$ cat src/rtl/clk_div_pkg.sv
`default_nettype none
// ============================================================================
// Package     : clk_div_pkg
// Description : Shared defaults, mode encoding and index-width helper for
//               the multi-channel clock divider.
// Revision    : 1.0 - initial release
// ============================================================================
package clk_div_pkg;

  localparam int DEF_NCH   = 4;
  localparam int DEF_CNT_W = 23;
  localparam int DEF_DIV   = 2500000;

  typedef enum logic {
    MODE_TOGGLE = 1'b0,
    MODE_PULSE  = 1'b1
  } mode_e;

  // Width of a channel index; a single channel still needs one bit.
  function automatic int ch_idx_w(input int n);
    return (n > 1) ? $clog2(n) : 1;
  endfunction

endpackage
`default_nettype wire

$ cat src/rtl/multi_clk_div_if.sv
`default_nettype none
// ============================================================================
// Interface   : multi_clk_div_if
// Description : Terminal-count load bus (request, channel, value, acknowledge).
// Revision    : 1.0 - initial release
// ============================================================================
interface multi_clk_div_if #(
  parameter int NCH   = clk_div_pkg::DEF_NCH,
  parameter int CNT_W = clk_div_pkg::DEF_CNT_W
) ();
  import clk_div_pkg::*;

  localparam int CH_W = ch_idx_w(NCH);

  logic             ld;
  logic [CH_W-1:0]  ld_ch;
  logic [CNT_W-1:0] ld_div;
  logic             ld_ack;

  modport master (output ld, ld_ch, ld_div, input  ld_ack);
  modport slave  (input  ld, ld_ch, ld_div, output ld_ack);

endinterface
`default_nettype wire

$ cat src/rtl/clk_div_ch.sv
`default_nettype none
// ============================================================================
// Module      : clk_div_ch
// Description : One divider channel with shadowed, wrap-aligned divisor load.
// Revision    : 1.0 - initial release
// ============================================================================
module clk_div_ch
  import clk_div_pkg::*;
#(
  parameter int CNT_W       = DEF_CNT_W,
  parameter int DEFAULT_DIV = DEF_DIV
) (
  input  wire logic             mclk,
  input  wire logic             rst,
  input  wire logic             en_i,
  input  wire logic             mode_i,
  input  wire logic             sync_i,
  input  wire logic             wr_i,
  input  wire logic [CNT_W-1:0] wr_div_i,
  output      logic             clk_o,
  output      logic             tick_o
);

  localparam logic [CNT_W-1:0] RST_DIV = CNT_W'(DEFAULT_DIV);

  logic [CNT_W-1:0] cnt_q, cnt_d;
  logic [CNT_W-1:0] div_q, div_d;
  logic [CNT_W-1:0] div_nxt_q, div_nxt_d;
  logic             pend_q, pend_d;
  logic             clk_q, clk_d;
  logic             tick_q, tick_d;
  mode_e            mode_q, mode_d;
  logic             w_wrap;

  assign w_wrap = (cnt_q == div_q);

  always_comb begin
    cnt_d     = cnt_q;
    div_d     = div_q;
    div_nxt_d = div_nxt_q;
    pend_d    = pend_q;
    clk_d     = clk_q;
    tick_d    = 1'b0;
    mode_d    = mode_q;
    if (sync_i) begin
      cnt_d  = '0;
      clk_d  = 1'b0;
      pend_d = 1'b0;
      if (wr_i) begin
        div_d     = wr_div_i;
        div_nxt_d = wr_div_i;
      end else if (pend_q) begin
        div_d = div_nxt_q;
      end
    end else begin
      if (en_i) begin
        if (w_wrap) begin
          // Mode is resampled only here so a running period is never cut short.
          cnt_d  = '0;
          tick_d = 1'b1;
          mode_d = mode_e'(mode_i);
          clk_d  = (mode_e'(mode_i) == MODE_PULSE) ? 1'b1 : ~clk_q;
          if (pend_q) begin
            div_d  = div_nxt_q;
            pend_d = 1'b0;
          end
        end else begin
          cnt_d = cnt_q + CNT_W'(1);
          if (mode_q == MODE_PULSE) begin
            clk_d = 1'b0;
          end
        end
      end
      if (wr_i) begin
        div_nxt_d = wr_div_i;
        pend_d    = 1'b1;
      end
    end
  end

  always_ff @(posedge mclk) begin
    if (rst) begin
      cnt_q     <= '0;
      div_q     <= RST_DIV;
      div_nxt_q <= RST_DIV;
      pend_q    <= 1'b0;
      clk_q     <= 1'b0;
      tick_q    <= 1'b0;
      mode_q    <= MODE_TOGGLE;
    end else begin
      cnt_q     <= cnt_d;
      div_q     <= div_d;
      div_nxt_q <= div_nxt_d;
      pend_q    <= pend_d;
      clk_q     <= clk_d;
      tick_q    <= tick_d;
      mode_q    <= mode_d;
    end
  end

  assign clk_o  = clk_q;
  assign tick_o = tick_q;

endmodule
`default_nettype wire

$ cat src/rtl/multi_clk_div.sv
`default_nettype none
// ============================================================================
// Module      : multi_clk_div
// Description : NCH independent clock dividers with shared sync and load bus.
// Revision    : 1.0 - initial release
// ============================================================================
module multi_clk_div
  import clk_div_pkg::*;
#(
  parameter int NCH         = DEF_NCH,
  parameter int CNT_W       = DEF_CNT_W,
  parameter int DEFAULT_DIV = DEF_DIV
) (
  input  wire logic           mclk,
  input  wire logic           rst,
  input  wire logic [NCH-1:0] en,
  input  wire logic [NCH-1:0] mode,
  input  wire logic           sync,
  multi_clk_div_if.slave      ld_bus,
  output      logic [NCH-1:0] CLK,
  output      logic [NCH-1:0] tick
);

  localparam int CH_W = ch_idx_w(NCH);

  logic [NCH-1:0] w_wr;
  logic           ld_ack_q, ld_ack_d;

  generate
    for (genvar i = 0; i < NCH; i++) begin : g_ch
      // Out-of-range indices match no channel, so they are dropped silently.
      assign w_wr[i] = ld_bus.ld && (ld_bus.ld_ch == CH_W'(i));

      clk_div_ch #(
        .CNT_W       (CNT_W),
        .DEFAULT_DIV (DEFAULT_DIV)
      ) u_ch (
        .mclk     (mclk),
        .rst      (rst),
        .en_i     (en[i]),
        .mode_i   (mode[i]),
        .sync_i   (sync),
        .wr_i     (w_wr[i]),
        .wr_div_i (ld_bus.ld_div),
        .clk_o    (CLK[i]),
        .tick_o   (tick[i])
      );
    end
  endgenerate

  assign ld_ack_d = |w_wr;

  always_ff @(posedge mclk) begin
    if (rst) begin
      ld_ack_q <= 1'b0;
    end else begin
      ld_ack_q <= ld_ack_d;
    end
  end

  assign ld_bus.ld_ack = ld_ack_q;

endmodule
`default_nettype wire

$ cat src/flat_wrapper.sv
// flat-port wrapper written by rule: the top's interface ports become plain ports
module multi_clk_div_flat import clk_div_pkg::*;
#(
  parameter int NCH         = DEF_NCH,
  parameter int CNT_W       = DEF_CNT_W,
  parameter int DEFAULT_DIV = DEF_DIV
)
  (mclk, rst, en, mode, sync, CLK, tick, ld_bus_ld, ld_bus_ld_ch, ld_bus_ld_div, ld_bus_ld_ack);
  multi_clk_div_if #(.NCH(NCH), .CNT_W(CNT_W)) ld_bus_i ();
  input  wire logic mclk;
  input  wire logic rst;
  input  wire logic [NCH-1:0] en;
  input  wire logic [NCH-1:0] mode;
  input  wire logic sync;
  output      logic [NCH-1:0] CLK;
  output      logic [NCH-1:0] tick;
  input wire logic [$bits(ld_bus_i.ld)-1:0] ld_bus_ld;
  input wire logic [$bits(ld_bus_i.ld_ch)-1:0] ld_bus_ld_ch;
  input wire logic [$bits(ld_bus_i.ld_div)-1:0] ld_bus_ld_div;
  output wire logic [$bits(ld_bus_i.ld_ack)-1:0] ld_bus_ld_ack;
  assign ld_bus_i.ld = ld_bus_ld;
  assign ld_bus_i.ld_ch = ld_bus_ld_ch;
  assign ld_bus_i.ld_div = ld_bus_ld_div;
  assign ld_bus_ld_ack = ld_bus_i.ld_ack;
  multi_clk_div #(.NCH(NCH), .CNT_W(CNT_W), .DEFAULT_DIV(DEFAULT_DIV)) u_core (.mclk(mclk), .rst(rst), .en(en), .mode(mode), .sync(sync), .ld_bus(ld_bus_i), .CLK(CLK), .tick(tick));
endmodule
$ cat config.mk
export PLATFORM = sky130hd
export DESIGN_NAME = multi_clk_div_flat
export DESIGN_NICKNAME = d
export VERILOG_FILES = /design/src/rtl/clk_div_pkg.sv /design/src/rtl/multi_clk_div_if.sv /design/src/rtl/clk_div_ch.sv /design/src/rtl/multi_clk_div.sv /design/src/flat_wrapper.sv
export SDC_FILE = /design/constraint.sdc
export NUM_CORES = 1
export LEC_CHECK = 0
export CAP_MARGIN = 10
export CORE_MARGIN = 5
export CORE_UTILIZATION = 40
export CTS_CLUSTER_SIZE = 8
export DETAILED_ROUTE_END_ITERATION = 10
export HOLD_SLACK_MARGIN = 0.15
export PLACE_DENSITY = 0.56
export SYNTH_ARGS = -nofsm -noshare
export SYNTH_HDL_FRONTEND = slang
export SYNTH_HIERARCHICAL = 1
export SYNTH_SLANG_ARGS = --single-unit
$ cat constraint.sdc
create_clock -name mclk -period 4.5 [get_ports mclk]
set_input_delay 0.675 -clock mclk [delete_from_list [all_inputs] [get_ports mclk]]
set_output_delay 0.675 -clock mclk [all_outputs]
set_load 0.02 [all_outputs]
---- After elaboration in Yosys (flattened, before gate mapping) ----
Cells that the tools add are included.
W data, S select, Z words.
word-level totals
  register bits after elaboration ......... 293
  bits in latches ......................... 0
  memory bits (writable) .................. 0
  memory bits (read-only) ................. 0
  output and inout port bits .............. 9
  word-level logic and storage cells ...... 148
  memories ................................ 0
cells by class
  add/subtract/negate cells ............... 4
  $mul .................................... 0
  div/mod/pow operators ................... 0
  $lt $le $gt $ge ......................... 0
  equal/unequal tests ..................... 7
  shifts and indexed selects .............. 0
  multiplexer cells ....................... 52
  bitwise gates (word level) .............. 9
  reductions and logical operators ........ 47
operator list
  kind                     number
  $mux W23                 24
  $add A23 B1 Y23 const B  4
  $eq A23 B23 Y1           4
  $reduce_bool A2 Y1       20
  $mux W1                  28
  $reduce_and A2 Y1        12
  $reduce_and A3 Y1        4
  $reduce_or A3 Y1         4
  $not A1 Y1               9
  $eq A2 B2 Y1 const B     2
  $logic_and A1 B1 Y1      4
  $reduce_or A4 Y1         1
  $eq A2 B1 Y1 const B     1
  $logic_not A2 Y1         1
  $reduce_or A2 Y1         1

---- Depth between registers and ports, before layout ----
Gate-level depths: netlist of run 1.
  depth in word-level cells ............... 4
  mapped depth ............................ 7
  depth with buffers taken out ............ 6

---- By module ----
Netlist of run 1, hierarchy kept.
modules (own cells, without submodules)
  module         times used  cells each  area an instance (µm²)  sequential area each (µm²)
  clk_div_ch     4           371         3,463.3                 1,461.4
  multi_clk_div  1           6           63.8                    20.0

---- Worst setup path before layout of run 1 ----
Ideal clock, no wire load.
  path type ............................... input-to-reg
  from .................................... input port ld_bus_ld_ch[1]
  to ...................................... register u_core.g_ch[1].u_ch.div_q[10]
  library setup time ...................... 117 ps
  data arrival time ....................... 1,892 ps
  required time ........................... 4,383 ps
  setup slack ............................. 2,491 ps
  stages .................................. 7
  buffers on the path ..................... 2
  cells stage by stage .................... and3b_1 -> clkbuf_1 -> nand2_1 -> clkbuf_1 -> nor2_1 -> a21oi_1 -> o22a_1
on the way
  longest elaborated chain between the ends .. 4
ends and longest elaborated chain
  element               line                 text
  from (decl)           flat_wrapper.sv:18   input wire logic [$bits(ld_bus_i.ld_ch)-1:0] ld_bus_ld_ch;
  $eq A2 B1 Y1          multi_clk_div.sv:32  assign w_wr[i] = ld_bus.ld && (ld_bus.ld_ch == CH_W'(i));
  $logic_and A1 B1 Y1   multi_clk_div.sv:32
  $mux W23              clk_div_ch.sv:49     if (wr_i) begin
  $mux W23              clk_div_ch.sv:45     if (sync_i) begin
  to (signal assigned)  clk_div_ch.sv:92     div_q <= div_d;
  to (decl)             clk_div_ch.sv:27     logic [CNT_W-1:0] div_q, div_d;
No other way between the ends.
A chain may end at the register's enable or synchronous reset.

---- Worst setup path in the final report of run 1 ----
  from .................................... input port sync
  to ...................................... register u_core.g_ch[0].u_ch.div_q[4]
on the way
  longest elaborated chain between the ends .. 2
  elaborated cells between the ends (all ways) .. 4
ends and longest elaborated chain
  element                              line                text
  from (decl)                          flat_wrapper.sv:14  input wire logic sync;
  $reduce_bool A2 Y1 (no source line)  -
  $reduce_and A2 Y1 (no source line)   -
  to (signal assigned)                 clk_div_ch.sv:92
  to (decl)                            clk_div_ch.sv:27
Several ways; a longest one is shown, not always the timed one.

==> impl_metrics.csv, run 1 <==
group,metric,value,unit
cts,holdBufCountCts,0,
grt,grt_overflow,0,
cts,cts_tree,"yes",
grt,grt_first_pass_wirelength,57.0,mm
pwr,power_frac_seq,46.4,%
logic_synthesis,synth_commonest_cells,"dfxtp_1, nor2_1, mux2i_1",
pwr,switching_share,23.2,%
timing,holdWs,0.473,ns
timing,hold_viol,0,
detailed_routing,drtIter0Drc,590,
cts,cts_sinks,293,
pwr,clockPowerShare,47.4,%
logic_synthesis,synthCells,1490,
job,drv_cap,0,
critical_path,crit_path_end_kind,"register",
pwr,ir_drop,0.234,mV
logic_synthesis,syn_area_per_cell,9.34,sq um
timing,period_needed,2.58,ns
grt,grt_max_degree,34,
finish,n_fill_cell,3315,
logic_synthesis,yosysSeqAreaShare,42.1,%
detailed_routing,post_drt_wl_per_cell,18.0,um
logic_synthesis,synth_most_common_cell,"dfxtp_1",
critical_path,start_kind,"input pin",
logic_synthesis,yosys_warnings,6,
logic_synthesis,ys_seq_elements,293,
critical_path,cp.required,4.89,ns
critical_path,crit_path_start,"sync",
logic_synthesis,synth-edff-count,0,
finish,layout.nets,1548,
timing,fin_skew,0.0153,ns
timing,worstMarginPinSlew,0.885,ns
die,coreArea,34500,sq um
critical_path,r2r_start,"u_core/g_ch[0].u_ch/cnt_q[4]",
die,dieArea,38600,sq um
logic_synthesis,synth_fa_ha_area_share,0.360,%
worst_hold_path,holdCritStartpoint,"u_core/g_ch[2].u_ch/div_nxt_q[7]",
logic_synthesis,synth_area_leader_cell,"dfxtp_1",
timing,timing.fmax,387,MHz
logic_synthesis,yosysTopAreaCellShare,42.1,%
timing,maxSlewHeadroom,40.8,%
detailed_routing,wirelength,35.3,mm
grt,grt_use_total,18.2,%
finish,multiInputGateArea,7500,sq um
timing,fin_tns_setup,0,ns
pwr,power_density,370,nW/um^2
logic_synthesis,synthTopCellsByArea,"dfxtp_1, mux2i_1, xor2_1",
finish,drive_above_1_share,6.90,%
pwr,leakage,5.65,nW
outcome,outcome,"complete, no violations",
detailed_routing,ant_nets,0,
die,io_pins,46,
detailed_routing,dr.pass1.iters,5,
finish,syn2layout_area_growth,12.6,%
timing,drv_slew,0,
die,die_y,197,um
finish,area.sequential,5870,sq um
logic_synthesis,synth_fp_nets,1531,
logic_synthesis,ys_types,39,
pwr,combPwrFrac,6.2,%
timing,finalCritPeriodShare,57.4,%
detailed_routing,avgViaCountPerCell,5.29,
detailed_routing,vias,10400,
detailed_routing,drc,0,
cts,post_cts_buffers,0,
placement,place_congestion,0.794,
worst_hold_path,hold_path_class,"register to register",
logic_synthesis,synth_xor_area_share,11.3,%
logic_synthesis,synth_compound_area_share,11.1,%
pwr,netSwitchingPower,0.00135,W
finish,diodes,0,
logic_synthesis,synth_ff_type,"dfxtp_1",
cts,clk_pin_slew_worst_paths,0.05,ns
grt,antenna_found_initial,0,
cts,cts_buffer_depth,3,
cts,clk_latency,0.53,ns
logic_synthesis,synth_simple_gate_area_share,17.5,%
critical_path,cp.arrival,2.97,ns
die,initial_core_util,40.4,%
pwr,intPower,0.00445,W
timing,rsz0062_at_grt,"false",
placement,post-dp-hpwl,23.6,mm
placement,io_buffers,45,
cts,cts_made_buffers,42,
cts,root_buffer,"clkbuf_16",
timing,finalSetupViolations,0,
finish,utilization,45.5,%
die,die-width,197,um
grt,grt_pass1_vias,10100,
die,rows,68,
logic_synthesis,synth.area.mux_share,13.5,%
critical_path,crit_type,"input pin to register",
logic_synthesis,synth_top_family_by_area,"simple AND/OR/NAND/NOR gates",
logic_synthesis,synth_area,13900,sq um
logic_synthesis,synth-async-reset-ratio,0,%
cts,post_cts_resized,0,
cts,h-tree-depth,2,
critical_path,cp_max_fo,28,
critical path, cell delays in order:
cell and delay, ns:
clkdlybuf4s50_1 0.90, nand2_1 0.71, buf_4 0.40, o21ai_0 0.17, o2bb2ai_1 0.09
power groups by stage:
stage / Clock, W / Sequential [W] / Combinational (W)
3_3_place_gp: 0 / 0.00274 / 0.000353
5_1_grt: 0.00294 / 0.00269 / 0.000392
3_5_place_dp: 0 / 0.00274 / 0.000358
4_1_cts: 0.00283 / 0.00269 / 0.000359
6_report: 0.00275 / 0.00269 / 0.000358
2_1_floorplan: 0 / 0.00273 / 0.000233
layer usage:
metal  track usage (%)  wire [um]  vias to the layer above
li1                  -          -                     5225
met1              25.7      17200                     4936
met2              29.3      16200                      173
met5                 0          0                        -
met3              2.79       1230                       51
met4              4.68        673                        0
layout by cell type, fill, tap and decap left out, types with 40 or more instances in the layout:
| master | instances |
|---|---|
| mux2i_1 | 188 |
| nor2_1 | 212 |
| clkbuf_16 | 43 |
| nand2_1 | 148 |
| nand4_1 | 40 |
| clkdlybuf4s50_1 | 44 |
| xor2_1 | 140 |
| o2bb2ai_1 | 60 |
| xnor2_1 | 40 |
| dfxtp_1 | 293 |
| o21ai_0 | 68 |
registers in the layout, summed over array words and instances (netlist names):
register	count
u_core/g_ch.u_ch/div_q	92
u_core/g_ch.u_ch/cnt_q	92
u_core/ld_bus.ld_ack	1
u_core/g_ch.u_ch/pend_q	4
u_core/g_ch.u_ch/mode_q	4
u_core/g_ch.u_ch/clk_o	4
u_core/g_ch.u_ch/div_nxt_q	92
u_core/g_ch.u_ch/tick_o	4
layout make-up:
type	instances	share of cell area (%)
Tap cell	455	3.63
Multi-Input combinational cell	1093	47.8
Clock buffer	43	6.86
Inverter	12	0.287
Sequential cell	293	37.4
Clock inverter	2	0.0878
Timing Repair Buffer	65	3.88
final timing paths:
kind,cells past startpoint,slack [ns],endpoint
setup / recovery,5,1.92,u_core/g_ch[0].u_ch/div_q[4]
hold / removal,2,0.47,u_core/g_ch[2].u_ch/div_nxt_q[7]
setup reg to reg,6,2.09,u_core/g_ch[0].u_ch/div_q[13]
hold reg to reg,2,0.47,u_core/g_ch[2].u_ch/div_nxt_q[7]
through the flow:
| stage | power, W | instances | worst slack (ns) | cell area [sq um] |
|---|---|---|---|---|
| detailed placement | 0.00310 | 1918 | 1.46 | 14600 |
| floorplan | 0.00296 | 1490 | 2.49 | 13900 |
| global placement | 0.00310 | 1918 | 1.46 | 14600 |
| CTS | 0.00588 | 1963 | 2.00 | 15700 |
| global route | 0.00603 | 1963 | 1.70 | 15700 |
| finish | 0.00580 | 1963 | 1.92 | 15700 |
logic make-up after synthesis:
| family | after synthesis |
|---|---|
| DFF | 293 |
| xor gates and xnor gates | 180 |
| buffers and inverters | 104 |
| adders and majority gates | 4 |
| muxes | 188 |
| and+or+nand+nor | 505 |
| AOI/OAI and AO/OA | 216 |
Power figures use the tool's default switching activity.
==> run 2: changes to the inputs <==
PLACE_DENSITY = 0.58   (was 0.56)
clock period = 2.1 ns   (was 4.5 ns; I/O delays follow)
==> run 2 against run 1 <==
Sequential share of layout area down 1.6 points. Critical path depth up 1. Core utilization up 2.1 points. Highest routed layer unchanged. Global-route usage about the same. Clock power up 120%. Combinational power up 130%. Die area unchanged.
==> impl_metrics.csv, run 2 (synthesis results as in run 1) <==
group,metric,value,unit
outcome,outcome,"complete, no violations",
finish,top_regs,"u_core/g_ch.u_ch/cnt_q: 92 flops, u_core/g_ch.u_ch/div_nxt_q: 92 flops, u_core/g_ch.u_ch/div_q: 92 flops",
pwr,leakage,6.07,nW
timing,fin_ws,0.167,ns
cts,clk_latency,0.52,ns
timing,worstMarginPinSlew,0.839,ns
worst_hold_path,holdPathStages,2,
critical_path,start_kind,"register",
grt,grt_first_pass_wirelength,57.5,mm
pwr,power_frac_seq,45.7,%
finish,diodes,0,
die,die-width,197,um
timing,rsz0062_at_grt,"false",
die,io_pins,46,
grt,grt_pass1_vias,10400,
grt,antenna_found_initial,0,
timing,holdWs,0.231,ns
timing,finalSetupViolations,0,
placement,place_congestion,0.813,
die,initial_core_util,40.4,%
detailed_routing,post_drt_wl_per_cell,17.4,um
detailed_routing,wirelength,35.4,mm
detailed_routing,ant_nets,0,
pwr,clockPowerShare,47.7,%
critical_path,r2r_cells,6,
placement,dpl_cell_area,15300,sq um
cts,clk_pin_slew_worst_paths,0.05,ns
finish,layout.nets,1612,
finish,n_fill_cell,3274,
die,rows,68,
detailed_routing,avgViaCountPerCell,5.26,
cts,cts_buffer_depth,3,
pwr,intPower,0.00975,W
pwr,power_density,771,nW/um^2
pwr,netSwitchingPower,0.00288,W
critical_path,cp_max_fo,15,
timing,period_needed,1.93,ns
finish,design_area,16400,sq um
placement,dp.cells,1982,
cts,cts_tree,"yes",
finish,multiInputGateArea,7500,sq um
finish,drive_above_1_share,10.8,%
cts,holdBufCountCts,0,
critical_path,cpMaxStageDelayCell,"a21oi_2",
cts,post_cts_buffers,0,
timing,finalCritPeriodShare,92.0,%
finish,syn2layout_area_growth,17.8,%
placement,dpl_worst_slack,-0.0372,ns
finish,final_cell_mix,"dfxtp_1, nor2_1, mux2i_1, nand2_1, xor2_1",
detailed_routing,drc,0,
timing,timing.fmax,517,MHz
timing,hold_viol,0,
critical_path,path_cells,"xor2_1 -> nor4_2 -> buf_4 -> and2_1 -> a21oi_2 -> o2bb2ai_1",
job,drv_cap,0,
die,coreArea,34500,sq um
detailed_routing,dr.pass1.iters,5,
finish,area.sequential,5870,sq um
critical_path,cp_slowest_stage_delay,0.65,ns
pwr,switching_share,22.8,%
pwr,combPwrFrac,6.7,%
cts,post_cts_resized,0,
cts,h-tree-depth,2,
detailed_routing,drtIter0Drc,525,
cts,root_buffer,"clkbuf_16",
critical_path,cp.required,2.54,ns
critical_path,crit_path_end_kind,"register",
critical_path,crit_type,"register to register",
finish,layout_commonest_cell,"dfxtp_1",
grt,grt_overflow,0,
placement,post-dp-hpwl,23.8,mm
pwr,ir_drop,0.482,mV
grt,grt_use_total,18.2,%
finish,stdcell_count,2028,
cts,cts_made_buffers,42,
timing,drv_slew,0,
detailed_routing,vias,10700,
timing,maxSlewHeadroom,44.1,%
worst_hold_path,hold_path_class,"input pin to register",
grt,grt_max_degree,47,
die,die_y,197,um
timing,fin_skew,0.00863,ns
placement,io_buffers,45,
critical_path,cp.arrival,2.37,ns
die,dieArea,38600,sq um
cts,cts_sinks,293,
==> run 2: final timing paths <==
kind,startpoint,end,slack [ns]
worst max-delay path,u_core/g_ch[0].u_ch/cnt_q[8],u_core/g_ch[0].u_ch/div_q[11],0.17
worst min-delay path,rst,u_core/g_ch[2].u_ch/div_nxt_q[22],0.23
worst max register to register,u_core/g_ch[0].u_ch/cnt_q[8],u_core/g_ch[0].u_ch/div_q[11],0.17
worst min register to register,u_core/g_ch[1].u_ch/div_nxt_q[17],u_core/g_ch[1].u_ch/div_nxt_q[17],0.47
==> run 2: through the flow <==
step / util (%) / total power (W) / setup TNS, ns
final: 47.6 / 0.0126 / 0
after global routing: 47.6 / 0.0131 / 0
after CTS: 47.5 / 0.0128 / 0
after detailed placement: 44.3 / 0.00672 / -0.571
after global placement: 44.3 / 0.00671 / -0.384
after floorplan: - / 0.00635 / 0
==> run 2: area by class of cell <==
class,count,share of cell area (%)
Sequential cell,293,35.8
Clock inverter,1,0.0305
Tap cell,455,3.47
Inverter,12,0.275
Multi-Input combinational cell,1093,45.8
Timing Repair Buffer,129,7.79
Clock buffer,45,6.87
==> run 2: power by group through the flow <==
stage	logic [W]	registers (W)	clock network (W)
after floorplan	0.000498	0.00585	0
after detailed placement	0.000845	0.00588	0
after CTS	0.000848	0.00577	0.00619
after global routing	0.000916	0.00577	0.00643
after global placement	0.000835	0.00587	0
final	0.000841	0.00577	0.00602
==> run 2: metal layers <==
metal / vias up / part of all wire (%) / global-route usage [%]
li1: 5369 / - / -
met1: 5083 / 49 / 26.0
met2: 156 / 45 / 29.3
met3: 51 / 3.2 / 2.62
met4: 0 / 2.0 / 4.53
met5: - / 0 / 0
==> run 2: critical path, delay by kind of cell (launching register included) <==
kind                      cells  cell delay, ns
AOI/OAI and AO/OA             2            0.83
buffers and inverters         1            0.14
DFF                           1            0.45
xor gates and xnor gates      1            0.21
and+or+nand+nor               2            0.22
==> RTL edit (config.mk and constraints of run 2) <==
Register the input `mode` before use, without a reset. The logic sees it one clock later. The other inputs are not delayed to match.
--- a/src/rtl/multi_clk_div.sv
+++ b/src/rtl/multi_clk_div.sv
@@ -23,6 +23,12 @@
 
   localparam int CH_W = ch_idx_w(NCH);
 
+  logic [NCH-1:0] mode_r;
+
+  always_ff @(posedge mclk) begin
+    mode_r <= mode;
+  end
+
   logic [NCH-1:0] w_wr;
   logic           ld_ack_q, ld_ack_d;
 
@@ -38,7 +44,7 @@
         .mclk     (mclk),
         .rst      (rst),
         .en_i     (en[i]),
-        .mode_i   (mode[i]),
+        .mode_i   (mode_r[i]),
         .sync_i   (sync),
         .wr_i     (w_wr[i]),
         .wr_div_i (ld_bus.ld_div),
Function: changed (Yosys sat finds a counterexample within 4 cycles, from zero or initial values and one cycle with rst high).
==> RTL edit against run 2 <==
Hold slack worse by 22 ps. Via count is 0.23% lower. Sequential share of layout area rose by 0.36 points. Combinational power is 0.6% lower. Synthesized area increased by 0.58%. Final area is 0.36% higher. Sequential power grew 1%. Setup slack better by 10 ps. Routed wire length increased by 0.14%. Die area is 0.55% higher. Synthesized cell count grew 0.27%. Power increased by 0.60%. Non-clock buffer count shrank 3. Sequential cell count up 4. Critical endpoint is now u_core/g_ch[2].u_ch/div_q[13]. Largest cell class unchanged.
==> RTL edit: results (changes against run 2) <==
- The instance area at placement is 15310 um^2 (was 15250 um^2).
- The wire length on met3 is 1234 um (was 1136 um).
- The synthesized-area fraction occupied by adder cells is 0.3576% (was 0.3596%).
- The worst slack at placement is -26.18 ps (was -37.17 ps).
- The area of all placed cells without fillers was 16450 um^2 (was 16390 um^2).
- The number of global-route vias before repair came to 10.42k (was 10.40k).
- Top cells by instance count after synthesis: sky130_fd_sc_hd__dfxtp_1, sky130_fd_sc_hd__nor2_1, sky130_fd_sc_hd__mux2i_1, sky130_fd_sc_hd__nand2_1, sky130_fd_sc_hd__xor2_1 (unchanged).
- The worst hold slack after final layout is 208.4 ps (was 230.6 ps).
- The number of cells in the design after placement came to 1983 (was 1982).
- The count of vias placed by the detailed router is 10.63k (was 10.66k).
- The combinational-cell power consumption was 836 uW (was 841 uW).
- The met2 global-route usage came to 29.72% (was 29.31%).
- The number of buffers added by the clock tree synthesis step came to 43 (was 42).
- The wire length on met1 came to 17270 um (was 17440 um).
- The met3 track utilization from global routing is 3.019% (was 2.615%).
- The reported leakage power was 0.006090 uW (was 0.006071 uW).
- The post-synthesis xor/xnor area fraction is 11.26% (was 11.33%).
- The average wire per standard cell is 17.45 um (about the same).
- The cell internal power dissipation is 9787 uW (was 9752 uW).
- The post-route clock skew is 14.80 ps (was 8.633 ps).
- Run status: completed (unchanged).
- The met2 routed wirelength is 16310 um (was 16090 um).
- The number of fillers in the final layout was 3286 (was 3274).
- The largest incremental delay on the critical path came to 420 ps (was 650 ps).
- The fraction of the mapped netlist area in compound gates is 11.05% (was 11.11%).
- The HPWL after detailed placement is 23820 um (about the same).
- The maximum ir drop on the vdd rail is 0.0007199 V (was 0.0004822 V).
- The layout net count was 1614 (was 1612).
- The mean cell area of the mapped netlist is 9.369 um^2 (was 9.340 um^2).
- The sequential-to-total area share from yosys stat is 42.48% (was 42.15%).
- The DRC marker count from the first detailed-route iteration is 514 (was 525).
- The worst max-slew margin expressed relative to the limit is 45.74% (was 44.07%).
- The global-route usage over all layers was 18.02% (was 18.25%).
- The largest fanout on the critical path is 31 (was 15).
- The peak clock frequency supported by timing was 520.1 MHz (was 517.4 MHz).
[RTL edit: cell count changes in the layout (fill, tap and decap cells not counted), sizes merged]
cell and delta:
dfxtp +4, buf -3, clkinv +1, inv +1
[RTL edit: path summary, 6_finish.rpt]
kind                                              startpoint  depth (start not counted)                             to
worst min register to register    u_core/g_ch[2].u_ch/mode_q                          2     u_core/g_ch[2].u_ch/mode_q
worst min-delay path                                     rst                          3     u_core/g_ch[0].u_ch/mode_q
worst max-delay path            u_core/g_ch[2].u_ch/cnt_q[4]                          6  u_core/g_ch[2].u_ch/div_q[13]
worst max register to register  u_core/g_ch[2].u_ch/cnt_q[4]                          6  u_core/g_ch[2].u_ch/div_q[13]
[RTL edit: final cells by class]
cell class	instances	share of cell area [%]
Multi-Input combinational cell	1093	45.58
Tap cell	455	3.461
Clock buffer	45	6.716
Clock inverter	3	0.2054
Timing Repair Buffer	126	7.622
Inverter	12	0.2738
Sequential cell	297	36.15
